**src/rtl/riscv_lsu_if.sv**
```systemverilog
// Core-side and memory-side signals of the load/store unit, bundled for port hookup.
// slave is the LSU's view; master is the surrounding core/memory view.
interface riscv_lsu_if;
  logic        core_req_i;
  logic        core_we_i;
  logic [2:0]  core_size_i;
  logic [31:0] core_addr_i;
  logic [31:0] core_wd_i;
  logic [31:0] core_rd_o;
  logic        core_stall_o;
  logic        lsu_err_o;
  logic        mem_req_o;
  logic        mem_we_o;
  logic [3:0]  mem_be_o;
  logic [31:0] mem_addr_o;
  logic [31:0] mem_wd_o;
  logic [31:0] mem_rd_i;
  logic        mem_ready_i;

  modport slave (
    input  core_req_i, core_we_i, core_size_i, core_addr_i, core_wd_i, mem_rd_i, mem_ready_i,
    output core_rd_o, core_stall_o, lsu_err_o, mem_req_o, mem_we_o, mem_be_o, mem_addr_o,
           mem_wd_o
  );

  modport master (
    output core_req_i, core_we_i, core_size_i, core_addr_i, core_wd_i, mem_rd_i, mem_ready_i,
    input  core_rd_o, core_stall_o, lsu_err_o, mem_req_o, mem_we_o, mem_be_o, mem_addr_o,
           mem_wd_o
  );
endinterface

```
**src/rtl/riscv_lsu.sv**
```systemverilog
// Load/store unit: one outstanding access, byte-enable/store-data formatting, load extension,
// misalignment rejection and optional BUSY timeout.
module riscv_lsu #(
  parameter int unsigned TIMEOUT_CYCLES = 0
) (
  input logic          clk_i,
  input logic          rst_i,
  riscv_lsu_if.slave   bus
);

  typedef enum logic [0:0] {StIdle, StBusy} state_e;

  localparam logic [15:0] TimeoutLast = 16'(TIMEOUT_CYCLES - 1);

  state_e      state_q;
  logic [2:0]  size_q;
  logic        we_q;
  logic [1:0]  off_q;
  logic [15:0] cnt_q;
  logic        mem_req_q, mem_we_q, err_q;
  logic [3:0]  mem_be_q;
  logic [31:0] mem_addr_q, mem_wd_q;

  logic        aligned;
  logic [3:0]  be_calc;
  logic [31:0] wd_calc;
  logic [7:0]  ld_byte;
  logic [15:0] ld_half;
  logic [31:0] ld_data;
  logic        busy, timeout_hit;

  always_comb begin
    aligned = 1'b0;
    be_calc = 4'b0000;
    wd_calc = bus.core_wd_i;
    unique case (bus.core_size_i)
      3'd0, 3'd4: begin
        aligned = 1'b1;
        be_calc = 4'b0001 << bus.core_addr_i[1:0];
        wd_calc = {4{bus.core_wd_i[7:0]}};
      end
      3'd1, 3'd5: begin
        aligned = ~bus.core_addr_i[0];
        be_calc = bus.core_addr_i[1] ? 4'b1100 : 4'b0011;
        wd_calc = {2{bus.core_wd_i[15:0]}};
      end
      3'd2: begin
        aligned = (bus.core_addr_i[1:0] == 2'b00);
        be_calc = 4'b1111;
      end
      default: aligned = 1'b0;
    endcase
  end

  always_comb begin
    ld_byte = 8'h00;
    unique case (off_q)
      2'd0: ld_byte = bus.mem_rd_i[7:0];
      2'd1: ld_byte = bus.mem_rd_i[15:8];
      2'd2: ld_byte = bus.mem_rd_i[23:16];
      2'd3: ld_byte = bus.mem_rd_i[31:24];
      default: ld_byte = 8'h00;
    endcase
    ld_half = off_q[1] ? bus.mem_rd_i[31:16] : bus.mem_rd_i[15:0];
    unique case (size_q)
      3'd0:    ld_data = {{24{ld_byte[7]}}, ld_byte};
      3'd4:    ld_data = {24'h0, ld_byte};
      3'd1:    ld_data = {{16{ld_half[15]}}, ld_half};
      3'd5:    ld_data = {16'h0, ld_half};
      default: ld_data = bus.mem_rd_i;
    endcase
  end

  assign busy = (state_q == StBusy);
  // Ready in the expiry cycle wins, so expiry requires ready low.
  assign timeout_hit = (TIMEOUT_CYCLES != 0) && busy && !bus.mem_ready_i && (cnt_q == TimeoutLast);

  assign bus.core_stall_o = busy ? (~bus.mem_ready_i & ~timeout_hit)
                                 : (bus.core_req_i & aligned);
  assign bus.core_rd_o    = (busy && (we_q || timeout_hit)) ? 32'h0 : ld_data;
  assign bus.lsu_err_o    = err_q;
  assign bus.mem_req_o    = mem_req_q;
  assign bus.mem_we_o     = mem_we_q;
  assign bus.mem_be_o     = mem_be_q;
  assign bus.mem_addr_o   = mem_addr_q;
  assign bus.mem_wd_o     = mem_wd_q;

  always_ff @(posedge clk_i) begin
    if (!rst_i) begin
      state_q    <= StIdle;
      size_q     <= 3'd0;
      we_q       <= 1'b0;
      off_q      <= 2'd0;
      cnt_q      <= 16'd0;
      mem_req_q  <= 1'b0;
      mem_we_q   <= 1'b0;
      mem_be_q   <= 4'b0000;
      mem_addr_q <= 32'h0;
      mem_wd_q   <= 32'h0;
      err_q      <= 1'b0;
    end else begin
      err_q <= 1'b0;
      unique case (state_q)
        StIdle: begin
          if (bus.core_req_i && aligned) begin
            state_q    <= StBusy;
            size_q     <= bus.core_size_i;
            we_q       <= bus.core_we_i;
            off_q      <= bus.core_addr_i[1:0];
            cnt_q      <= 16'd0;
            mem_req_q  <= 1'b1;
            mem_we_q   <= bus.core_we_i;
            mem_be_q   <= be_calc;
            mem_addr_q <= {bus.core_addr_i[31:2], 2'b00};
            mem_wd_q   <= wd_calc;
          end else if (bus.core_req_i) begin
            err_q <= 1'b1;
          end
        end
        StBusy: begin
          if (bus.mem_ready_i) begin
            mem_req_q <= 1'b0;
            state_q   <= StIdle;
          end else if (timeout_hit) begin
            mem_req_q <= 1'b0;
            state_q   <= StIdle;
            err_q     <= 1'b1;
          end else begin
            cnt_q <= cnt_q + 16'd1;
          end
        end
        default: state_q <= StIdle;
      endcase
    end
  end

endmodule

```
**src/flat_wrapper.sv**
```systemverilog
// flat-port wrapper written by rule: the top's interface ports become plain ports
module riscv_lsu_flat 
#(
  parameter int unsigned TIMEOUT_CYCLES = 0
)
  (clk_i, rst_i, bus_core_req_i, bus_core_we_i, bus_core_size_i, bus_core_addr_i, bus_core_wd_i, bus_mem_rd_i, bus_mem_ready_i, bus_core_rd_o, bus_core_stall_o, bus_lsu_err_o, bus_mem_req_o, bus_mem_we_o, bus_mem_be_o, bus_mem_addr_o, bus_mem_wd_o);
  riscv_lsu_if bus_i ();
  input logic clk_i;
  input logic rst_i;
  input wire logic [$bits(bus_i.core_req_i)-1:0] bus_core_req_i;
  input wire logic [$bits(bus_i.core_we_i)-1:0] bus_core_we_i;
  input wire logic [$bits(bus_i.core_size_i)-1:0] bus_core_size_i;
  input wire logic [$bits(bus_i.core_addr_i)-1:0] bus_core_addr_i;
  input wire logic [$bits(bus_i.core_wd_i)-1:0] bus_core_wd_i;
  input wire logic [$bits(bus_i.mem_rd_i)-1:0] bus_mem_rd_i;
  input wire logic [$bits(bus_i.mem_ready_i)-1:0] bus_mem_ready_i;
  output wire logic [$bits(bus_i.core_rd_o)-1:0] bus_core_rd_o;
  output wire logic [$bits(bus_i.core_stall_o)-1:0] bus_core_stall_o;
  output wire logic [$bits(bus_i.lsu_err_o)-1:0] bus_lsu_err_o;
  output wire logic [$bits(bus_i.mem_req_o)-1:0] bus_mem_req_o;
  output wire logic [$bits(bus_i.mem_we_o)-1:0] bus_mem_we_o;
  output wire logic [$bits(bus_i.mem_be_o)-1:0] bus_mem_be_o;
  output wire logic [$bits(bus_i.mem_addr_o)-1:0] bus_mem_addr_o;
  output wire logic [$bits(bus_i.mem_wd_o)-1:0] bus_mem_wd_o;
  assign bus_i.core_req_i = bus_core_req_i;
  assign bus_i.core_we_i = bus_core_we_i;
  assign bus_i.core_size_i = bus_core_size_i;
  assign bus_i.core_addr_i = bus_core_addr_i;
  assign bus_i.core_wd_i = bus_core_wd_i;
  assign bus_i.mem_rd_i = bus_mem_rd_i;
  assign bus_i.mem_ready_i = bus_mem_ready_i;
  assign bus_core_rd_o = bus_i.core_rd_o;
  assign bus_core_stall_o = bus_i.core_stall_o;
  assign bus_lsu_err_o = bus_i.lsu_err_o;
  assign bus_mem_req_o = bus_i.mem_req_o;
  assign bus_mem_we_o = bus_i.mem_we_o;
  assign bus_mem_be_o = bus_i.mem_be_o;
  assign bus_mem_addr_o = bus_i.mem_addr_o;
  assign bus_mem_wd_o = bus_i.mem_wd_o;
  riscv_lsu #(.TIMEOUT_CYCLES(TIMEOUT_CYCLES)) u_core (.clk_i(clk_i), .rst_i(rst_i), .bus(bus_i));
endmodule
```
**config.mk**
```make
export PLATFORM = sky130hd
export DESIGN_NAME = riscv_lsu_flat
export DESIGN_NICKNAME = d
export VERILOG_FILES = /design/src/rtl/riscv_lsu_if.sv /design/src/rtl/riscv_lsu.sv /design/src/flat_wrapper.sv
export SDC_FILE = /design/constraint.sdc
export NUM_CORES = 1
export LEC_CHECK = 0
export CAP_MARGIN = 20
export CORE_MARGIN = 2
export CORE_UTILIZATION = 35
export CTS_CLUSTER_SIZE = 25
export DETAILED_ROUTE_END_ITERATION = 8
export HOLD_SLACK_MARGIN = 0.12
export PLACE_DENSITY = 0.81
export SLEW_MARGIN = 20
export SYNTH_ARGS = -nofsm -noshare
export SYNTH_HDL_FRONTEND = slang
export SYNTH_SLANG_ARGS = --single-unit
```
**constraint.sdc**
```tcl
create_clock -name clk_i -period 1.93 [get_ports clk_i]
set_input_delay 0.386 -clock clk_i [delete_from_list [all_inputs] [get_ports clk_i]]
set_output_delay 0.386 -clock clk_i [all_outputs]
set_load 0.03 [all_outputs]
```
Word-level counts from Yosys, hierarchy flattened
Cells that the tools add are included.
Storage, ports and cells
  register bits after elaboration: 75
  input bits: 104
  word-level logic and storage cells: 54
Cells by class
  equality and inequality tests: 12
  shift operators: 1
  muxes and demuxes: 18
  bitwise operators: 4
  reductions and logical operators: 10
Operator list (number)
  32-bit one-hot mux with 4 select lines: 1
  32-bit one-hot mux with 2 select lines: 1
  32-bit two-way mux: 1
  8-bit one-hot mux with 4 select lines: 1
  16-bit two-way mux: 1
  3-bit == test, second input constant: 4
  4-bit one-hot mux with 3 select lines: 1
  1-bit two-way mux: 7
  3-bit by 1-bit == test with 1-bit output, second input constant: 2
  3-bit logical NOT: 2
  1-bit one-hot mux with 2 select lines: 3
  2-bit == test, second input constant: 2
  2-bit logical NOT: 2
  4-bit two-way mux: 1
  2-bit AND reduction: 2
  2-bit OR reduction: 2
  1-bit by 2-bit << shifter with 4-bit output, first input constant: 1
  3-bit by 2-bit == test with 1-bit output, second input constant: 1
  1-bit inverter: 3
  1-bit one-hot mux with 3 select lines: 1
  2-bit by 1-bit == test with 1-bit output, second input constant: 1
  1-bit logical AND: 2
  2-bit by 1-bit != test with 1-bit output, second input constant: 1
  2-bit != test, second input constant: 1
  1-bit bitwise AND: 1

Depth between registers and ports, before layout
Gate-level depths: netlist of the first run.
  depth after elaboration: 6
  depth in mapped cells: 6

Worst setup path after synthesis of the first run
OpenSTA, ideal clock, no wires.
  path kind: register to output
  start: reg u_core.bus.mem_we_o (netlist name)
  end: out bus_core_rd_o[7]
  data arrival time: 2.397 ns
  required time: 1.544 ns
  slack: -0.853 ns
  cell stages (with the launch flop): 4
  buffers on the path: 1
  path through: dfxtp_1 -> and2_1 -> clkbuf_1 -> a2111oi_0
RTL lines
  end, declared: line flat_wrapper.sv:17  | output wire logic [$bits(bus_i.core_rd_o)-1:0] bus_core_rd_o;

Final worst setup path of the first run
  start: in bus_mem_rd_i[15]
  end: out bus_core_rd_o[29]
Between the ends
  cells in the longest elaborated chain, start to end: 3
  elaborated cells on any way between the ends: 4
  those cells by class: mux: 4
RTL lines
  start, declared: line flat_wrapper.sv:15  | input wire logic [$bits(bus_i.mem_rd_i)-1:0] bus_mem_rd_i;
  8-bit one-hot mux with 4 select lines / 16-bit two-way mux (equally long branches): line riscv_lsu.sv:57, riscv_lsu.sv:64
  32-bit one-hot mux with 4 select lines (*): line riscv_lsu.sv:65  | unique case (size_q)
  32-bit two-way mux (*): line riscv_lsu.sv:80  | assign bus.core_rd_o = (busy && (we_q || timeout_hit)) ? 32'h0 : ld_data;
Mark *: on every way between the ends. The rest lies on a longest branch, timed or not.

==> run summary, run 1 <==
Final Cell Area: 0.00719 mm²
First drt pass iteration count: 5
IO Count: 208
Vias: 4512
Post-synth top area share: 0.406
Reg2reg end: u_core.bus.mem_addr_o[29]
CTS tree: yes
Layout cell share with drive strength beyond 1: 0.271
Avg Inst Size Synth: 7.66 µm²
Hold Path Depth: 2
Root buf cell: clkbuf_8
Final Hold Viols: 0
Post-synth cell types: 41
Hold path endpoint: u_core.bus.mem_wd_o[26]
Die H: 107 µm
Int Pwr: 3240 µW
Max Root-Sink Buffers: 2
Least-Margin Pin Slew: 0.535 ns
Global Route Usage Sum: 0.256
Failing checks: setup timing
Wirelength per Cell: 17.3 µm
Cell mode on critical path: buf_6
I/O Buffers: 205
Slowest stage delay, CP: 0.51 ns
Post-route ant nets: 0
Vias in the first global route: 4624
Max FO, Critical Path: 8
CP cell instances: clkdlybuf4s50_1 > mux2_4 > buf_6 > o21ai_2 > a2111oi_4 > bufbuf_16 > a21o_4 > buf_6
Initial Utilization: 0.360
Congestion Overflow GR: 0
Synth area leaders: dfxtp_1, nand2_1, a21oi_1
CP delay by family, top: buffers and inverters
Ant. Diodes: 0
Pwr Total: 4820 µW
CP bufs+invs: 4
Ys async rst share: 0
#FFs+latches synth: 75
Clk slew on worst S/H paths: 0.07 ns
Num Clock Sinks: 75
Final period util: 1.36
Placed instance count: 839
Vias per cell: 5.17
First-pass GRT wire length: 23100 µm
P_sw: 1580 µW
WS Path Type: in2out
Worst hold-check path type: reg2reg
CP max stage cell: clkdlybuf4s50_1
Fin. max-slew vios: 0
Width of the die: 107 µm
Reg2reg start: u_core.busy
Setup crit end kind: output pin
DP Wirelength: 10200 µm
Critical Path RT: 1.54 ns
Hold_buf cts: 0
WP data arrival: 2.23 ns
CTS HTree Levels: 3
TritonCTS buffer count: 9
Seq/Total Area, Yosys: 0.406
Iter 0 DRT Violations: 251
Final setup viols: 32
Clock network fraction of design power: 0.268
Drc violations: 0
Status: complete, but fails checks
Combinational fraction of design power: 0.383
Placer Congestion: 0.890
Layout area overhead: 94.3%
Pwr per Cell Area: 671 mW/mm²
Largest net degree at the start of global routing: 57
Reg2Reg Setup Slack: 0.35 ns
Peak supply drop: 475 µV
Mapped Area: 0.00370 mm²
Cell count after synthesis: 483
Placed cell area: 0.00630 mm²
Fin cells: 873
Die area: 0.0114 mm²
Fmax achieved: 0.382 GHz
Final Core Density: 0.699
RSZ-0062 raised after global routing: true
Synth warn: 0
R2R cell count: 7
Final Net Count: 836
Clock latency on the worst-skew pair: 0.35 ns
Synth area leader: dfxtp_1
Pleak: 0.00280 µW
Max Cap Viol: 0
Top FF cell, synth: dfxtp_1
Crit start category: input port
Final Worst Setup Slack: -0.690 ns
Switching share of power: 0.327
Initial antenna violation count: 0
Clk_skew: 0.0101 ns
Proportion of power drawn by flip-flops and latches: 0.348
Core area: 0.0103 mm²
Number of core rows: 37
Relative slew slack: 0.643
HP Start: u_core.bus.mem_wd_o[26]
EDFF count, synth: 0
Wirelength, routed: 15100 µm
Period minus WS final: 2.62 ns
## metrics by stage
step	setup slack (ns)	TNS, ns	hold slack, ns
2_1_floorplan	-0.238	-3.17	0.480
3_3_place_gp	-0.811	-30.21	0.442
3_5_place_dp	-0.803	-34.43	0.446
4_1_cts	-0.609	-14.96	0.457
5_1_grt	-0.716	-18.85	0.470
6_report	-0.690	-17.11	0.453
## Yosys cell counts (3+ instances only)
cell type / number
a21o_1: 4
buf_1: 3
nor2b_1: 18
clkbuf_1: 22
buf_2: 12
a211oi_1: 8
nand2_1: 123
o2bb2ai_1: 8
o21ai_0: 20
a21o_2: 13
a311oi_1: 10
mux2i_1: 24
nor3_1: 16
dfxtp_1: 75
a21oi_1: 62
inv_1: 3
nor2_1: 31
nand2b_1: 3
## layout make-up
type / count / area [µm²]
clock buffer: 13 / 169
sequential: 75 / 1510
tap: 136 / 170
clock inverter: 3 / 45.0
timing repair buffer: 277 / 2750
fill: 761 / 3090
inverter: 4 / 15.0
multi-input combinational: 365 / 2530
## state kept, by name, indices dropped and copies added (netlist names)
signal                 flops
u_core.bus.lsu_err_o       1
u_core.size_q              3
u_core.off_q               2
u_core.bus.mem_we_o        1
u_core.bus.mem_wd_o       32
u_core.busy                1
u_core.bus.mem_addr_o     30
u_core.bus.mem_be_o        4
u_core.bus.mem_req_o       1
## power by group through the flow
stage	Combinational (µW)	Sequential (µW)	Clock, µW
4_1_cts	1770	1680	1320
2_1_floorplan	680	1870	0
6_report	1850	1680	1290
5_1_grt	1940	1690	1390
3_5_place_dp	1570	1710	0
3_3_place_gp	1550	1710	0
## worst max path at each step
stage | start | end | slack, ns | cells past startpoint
final | bus_mem_rd_i[15] | bus_core_rd_o[29] | -0.69 | 8
after global routing | bus_mem_rd_i[15] | bus_core_rd_o[26] | -0.72 | 8
after CTS | u_core.size_q[0] | bus_core_rd_o[26] | -0.61 | 6
after detailed placement | bus_mem_rd_i[31] | bus_core_rd_o[7] | -0.80 | 6
after global placement | bus_mem_rd_i[31] | bus_core_rd_o[7] | -0.81 | 6
after floorplan | u_core.size_q[0] | bus_core_rd_o[21] | -0.24 | 5
## worst reg2reg max path, stage by stage (launching register included)
cell	delay [ns]
dfxtp_1	0.33
buf_4	0.12
nor2b_1	0.04
buf_4	0.14
o21ai_4	0.06
buf_4	0.48
nand2_1	0.15
a21oi_1	0.19
## repair_timing
item,CTS,global route
endpoints found under the setup margin,34,33
gates resized for setup,101,19
pin swaps,24,10
cloned,2,0
buffers inserted,9,9
## cells by family after synthesis
| family | share of synthesized area |
|---|---|
| compound gates | 0.236 |
| buf+inv | 0.0528 |
| flops | 0.406 |
| mux | 0.0680 |
| other cells | 0.00101 |
| simple gates | 0.236 |
## routing by layer
metal / up-vias / track usage / wire (µm)
met1: 2150 / 0.248 / 5420
met2: 176 / 0.473 / 7920
met5: - / 0 / 0
met3: 38 / 0.0881 / 1150
li1: 2148 / - / -
met4: 0 / 0.136 / 574
## layout by cell type (no fill, tap or decap), types with 2 or more instances in the layout
cell type and count:
nand2_1 123, a21o_4 12, inv_1 3, o21ai_0 18
a21oi_1 52, and2_1 2, mux2i_2 5, dfxtp_1 72
dfxtp_2 2, o2bb2ai_4 8, conb_1 2, nor3_1 2
a21oi_4 3, clkbuf_8 12, a21o_2 4, nor3_2 14
a2111oi_4 2, buf_12 7, nor2_1 23, mux2i_1 19
nor2_4 8, buf_6 31, nor2b_1 18, a21oi_2 7
o21ai_2 2, clkdlybuf4s50_1 164, nand2b_1 3, a311oi_1 10
a211oi_1 8, buf_4 65, nand3b_1 2, dlygate4sd2_1 7
clkinvlp_4 2
Note: power is estimated with default switching activity, not from simulation.
==> run 2: changes to the inputs <==
--- a/config.mk
+++ b/config.mk
@@ -7,11 +7,11 @@
 export LEC_CHECK = 0
 export CAP_MARGIN = 20
 export CORE_MARGIN = 2
-export CORE_UTILIZATION = 35
+export CORE_UTILIZATION = 39
 export CTS_CLUSTER_SIZE = 25
 export DETAILED_ROUTE_END_ITERATION = 8
 export HOLD_SLACK_MARGIN = 0.12
-export PLACE_DENSITY = 0.81
+export PLACE_DENSITY = 0.85
 export SLEW_MARGIN = 20
 export SYNTH_ARGS = -nofsm -noshare
 export SYNTH_HDL_FRONTEND = slang
==> constraint.sdc (replaced) <==
create_clock -name clk_i -period 3 [get_ports clk_i]
set_input_delay 0.6 -clock clk_i [delete_from_list [all_inputs] [get_ports clk_i]]
set_output_delay 0.6 -clock clk_i [all_outputs]
set_load 0.03 [all_outputs]
==> run 2 against run 1 <==
- routed wire length shrank 14%
- die area shrank 9.9%
- register-to-register slack gained 0.84 ns
- critical path type is now reg2out
- the flow now finishes without violations
- worst setup slack gained 0.75 ns
- global-route usage shrank 2.1 points
- clock skew shrank 0.0031 ns
- sequential cell count is the same
==> run summary, run 2 (synthesis gave the netlist of run 1 again) <==
WP data arrival: 2.34 ns
Layout cell share with drive strength beyond 1: 0.126
Ant. Diodes: 0
DP Wirelength: 9500 µm
Setup crit end kind: output pin
Number of core rows: 35
Crit start category: register
Core area: 0.00924 mm²
TritonCTS buffer count: 9
Congestion Overflow GR: 0
Max Root-Sink Buffers: 2
Clk_skew: 0.00700 ns
I/O Buffers: 205
Pleak: 0.00246 µW
CTS HTree Levels: 3
Fmax achieved: 0.340 GHz
Status: complete, no violations
Least-Margin Pin Slew: 0.683 ns
Commonest non-fill, non-tap cells in the layout: clkdlybuf4s50_1, nand2_1, dfxtp_1
Placer Congestion: 0.985
Fin. max-slew vios: 0
Worst hold-check path type: reg2reg
Clock latency on the worst-skew pair: 0.34 ns
Pwr per Cell Area: 493 mW/mm²
Die area: 0.0103 mm²
Root buf cell: clkbuf_8
Reg2Reg Setup Slack: 1.19 ns
Wirelength, routed: 13000 µm
Layout area overhead: 69.7%
Clk slew on worst S/H paths: 0.09 ns
Fin cells: 814
Hold_buf cts: 0
Pwr Total: 3100 µW
Wirelength per Cell: 15.9 µm
Final Net Count: 784
Initial antenna violation count: 0
Max reg flops: 32
IO Count: 208
Period minus WS final: 2.94 ns
Num Clock Sinks: 75
Die H: 101 µm
RSZ-0062 raised after global routing: true
Drc violations: 0
Critical Path RT: 2.40 ns
Relative slew slack: 0.542
Largest net degree at the start of global routing: 53
WS Path Type: reg2out
Most common cell after layout, fill and taps aside: clkdlybuf4s50_1
Final setup viols: 0
Initial Utilization: 0.400
Vias per cell: 5.18
Width of the die: 101 µm
Max FO, Critical Path: 10
Placed instance count: 795
Final Hold Viols: 0
Global Route Usage Sum: 0.235
CTS tree: yes
Max Cap Viol: 0
Final period util: 0.980
Vias in the first global route: 3991
First-pass GRT wire length: 19400 µm
Iter 0 DRT Violations: 158
First drt pass iteration count: 5
Post-route ant nets: 0
Peak supply drop: 443 µV
Vias: 4216
run 2: final timing paths:
check,depth (start not counted),start,to
setup reg to reg,5,u_core.busy,u_core.bus.mem_wd_o[14]
setup / recovery,8,u_core.size_q[0],bus_core_rd_o[16]
hold reg to reg,2,u_core.bus.mem_wd_o[26],u_core.bus.mem_wd_o[26]
hold / removal,2,u_core.bus.mem_wd_o[26],u_core.bus.mem_wd_o[26]
run 2: layout make-up:
cell class	instances	area (µm²)
clock buffers	9	124
clock inverters	7	140
fillers	719	2970
inverters	4	15.0
multi-input cells	365	2030
flip-flops and latches	75	1500
well taps	129	161
repair buffers	225	2300
run 2: timing repair:
action	in CTS	in global routing
buffers inserted	0	2
pin swaps	0	1
setup endpoints to repair	24	22
gates resized for setup	1	22
cloned	0	1
run 2: critical path, cell delays in order, from the launching register on:
cell	delay (ns)
dfxtp_2	0.33
buf_6	0.13
or3_4	0.38
or2_4	0.25
a2111oi_4	0.33
buf_4	0.19
buf_12	0.13
a21o_1	0.10
buf_4	0.16
run 2: stage by stage:
| step | hold WS [ns] | worst slack, ns | setup TNS (ns) | cell area, µm² | util |
|---|---|---|---|---|---|
| final | 0.459 | 0.0597 | 0 | 6270 | 0.679 |
| after floorplan | 0.480 | 0.00283 | 0 | 3700 | - |
| after global routing | 0.478 | -0.0363 | -0.222 | 6270 | 0.679 |
| after global placement | 0.442 | 0.129 | 0 | 5900 | 0.638 |
| after detailed placement | 0.449 | 0.0742 | 0 | 5900 | 0.638 |
| after CTS | 0.461 | 0.0520 | 0 | 6160 | 0.667 |
run 2: layer usage:
| metal | track usage | wire (µm) | share of wire | up-vias |
|---|---|---|---|---|
| li1 | - | - | - | 2052 |
| met1 | 0.244 | 4750 | 0.37 | 1953 |
| met2 | 0.435 | 6640 | 0.51 | 185 |
| met3 | 0.0676 | 1100 | 0.085 | 26 |
| met4 | 0.110 | 476 | 0.037 | 0 |
| met5 | 0 | 0 | 0 | - |
run 2: power breakdown:
group / total (µW) / internal (µW) / switching (µW)
logic: 987 / 464 / 522
registers: 1080 / 1050 / 33.6
clock network: 1020 / 635 / 389
total: 3100 / 2150 / 945
==> run 3: changes to the inputs <==
--- a/config.mk
+++ b/config.mk
@@ -6,10 +6,10 @@
 export NUM_CORES = 1
 export LEC_CHECK = 0
 export CAP_MARGIN = 20
-export CORE_MARGIN = 2
 export CORE_UTILIZATION = 39
-export CTS_CLUSTER_SIZE = 25
+export CTS_CLUSTER_SIZE = 24
 export DETAILED_ROUTE_END_ITERATION = 8
+export GPL_TIMING_DRIVEN = 1
 export HOLD_SLACK_MARGIN = 0.12
 export PLACE_DENSITY = 0.85
 export SLEW_MARGIN = 20
==> run 3 against run 2 <==
- first-iteration DRC count increased by 7.6%
- clock skew increased by 0.0020 ns
- clock-buffer cell count increased by 2
- the flow now finishes with violations (setup timing)
- largest power group unchanged
- non-clock buffer count decreased by 3
- critical path depth unchanged
- sequential share of layout area increased by 0.68 points
- critical endpoint is now bus_core_rd_o[27]
- register-to-register slack got worse by 0.04 ns
- die area decreased by 3.9%
==> run summary, run 3 (synthesis gave the netlist of run 1 again) <==
Wirelength, routed: 12200 µm
Number of core rows: 35
Crit start category: input port
DP Wirelength: 9070 µm
Pwr per Cell Area: 474 mW/mm²
Vias in the first global route: 3862
Slowest stage delay, CP: 0.50 ns
Root buf cell: clkbuf_8
I/O Buffers: 205
Layout area overhead: 65.3%
CP cell instances: clkdlybuf4s50_1 > mux2_2 > o21ai_0 > a2111oi_4 > buf_4 > clkbuf_16 > a21o_2 > buf_4
DR WL met3: 971 µm
CP delay by family, top: buffers and inverters
Relative slew slack: 0.319
Layout cell share with drive strength beyond 1: 0.123
Critical Path RT: 2.40 ns
Clk_skew: 0.00897 ns
WS Path Type: in2out
Max Cap Viol: 0
Drc violations: 0
Post-route ant nets: 0
CTS HTree Levels: 3
Final Hold Viols: 0
Max FO, Critical Path: 8
CTS tree: yes
Least-Margin Pin Slew: 1.02 ns
Final period util: 1.00
Period minus WS final: 3.01 ns
Failing checks: setup timing
Placer Congestion: 0.781
M1 wire length: 4620 µm
Fmax achieved: 0.332 GHz
Wirelength per Cell: 15.4 µm
Max reg flops: 32
First drt pass iteration count: 4
IO Count: 208
Vias: 4144
Worst hold-check path type: reg2reg
Final setup TNS: -0.0144 ns
Initial antenna violation count: 0
Max Root-Sink Buffers: 2
Vias per cell: 5.23
Largest net degree at the start of global routing: 68
Congestion Overflow GR: 0
Commonest non-fill, non-tap cells in the layout: clkdlybuf4s50_1, nand2_1, dfxtp_1
Final Worst Setup Slack: -0.00856 ns
Cell mode on critical path: buf_4
Core area: 0.00920 mm²
Die area: 0.00988 mm²
Most common cell after layout, fill and taps aside: clkdlybuf4s50_1
Fin cells: 793
TritonCTS buffer count: 9
WP data arrival: 2.41 ns
Pleak: 0.00241 µW
Max layer used: met4
Fin. max-slew vios: 0
Final setup viols: 3
Num Clock Sinks: 75
Global Route Usage Sum: 0.235
Peak supply drop: 304 µV
Status: complete, but fails checks
First-pass GRT wire length: 18600 µm
Die H: 99.4 µm
Final Net Count: 781
Setup crit end kind: output pin
CP bufs+invs: 4
Placed instance count: 775
Width of the die: 99.4 µm
Met2 WL: 6240 µm
Clk slew on worst S/H paths: 0.08 ns
Clock latency on the worst-skew pair: 0.33 ns
CP max stage cell: clkdlybuf4s50_1
Iter 0 DRT Violations: 170
Ant. Diodes: 0
Initial Utilization: 0.402
[run 3: cell count changes in the layout (fill, tap and decap cells not counted), sizes merged]
cell,previous run,this run
clkbuf,10,12
clkinvlp,2,0
buf,45,42
clkinv,1,3
bufinv,4,2
[run 3: path summary, 6_finish.rpt]
check / start / endpoint / slack (ns) / cells after the start
setup / recovery: bus_mem_rd_i[15] / bus_core_rd_o[27] / -0.009 / 8
hold / removal: u_core.bus.mem_addr_o[11] / u_core.bus.mem_addr_o[11] / 0.46 / 2
hold reg to reg: u_core.bus.mem_addr_o[11] / u_core.bus.mem_addr_o[11] / 0.46 / 2
setup reg to reg: u_core.busy / u_core.bus.mem_be_o[3] / 1.15 / 6
[run 3: worst reg2reg max path, stage by stage, from the launching register on]
cell and delay [ns]:
dfxtp_1 0.33, buf_4 0.15, nor2b_1 0.39, o21a_2 0.26, buf_12 0.25, o311ai_0 0.21
o211a_1 0.16
[run 3: metrics by stage]
stage                     utilization  total power (µW)  instance area, µm²  hold slack (ns)  setup slack (ns)
after floorplan                     -              1610                3700            0.480           0.00283
after global placement          0.632              2020                5810            0.442             0.114
after detailed placement        0.632              2030                5810            0.446            0.0402
after CTS                       0.657              2900                6040            0.457           0.00277
after global routing            0.665              3020                6110            0.474           -0.0203
final                           0.665              2900                6110            0.455          -0.00856
[run 3: what timing repair did]
item / in CTS / in global routing
hold buffers: 0 / 0
setup buffers: 0 / 2
pin swaps: 0 / 2
gates cloned: 0 / 1
gates resized for setup: 1 / 15
setup endpoints to repair: 23 / 23
[run 3: power breakdown]
group          leakage, µW  internal [µW]  switching, µW
combinational      0.00168            435            509
clock             0.000119            510            359
sequential        0.000614           1050           33.8
total              0.00241           2000            901
[run 3: metal layers]
metal	track usage	up-vias
met1	0.247	1888
met5	0	-
met3	0.0625	32
met2	0.440	181
met4	0.102	0
li1	-	2043
[run 3: layout make-up]
class | count | area, µm²
clock inverter | 5 | 75.1
tap | 111 | 139
multi-input combinational | 365 | 2030
inverter | 4 | 15.0
clock buffer | 11 | 151
timing repair buffer | 222 | 2200
fill | 747 | 3080
sequential | 75 | 1510
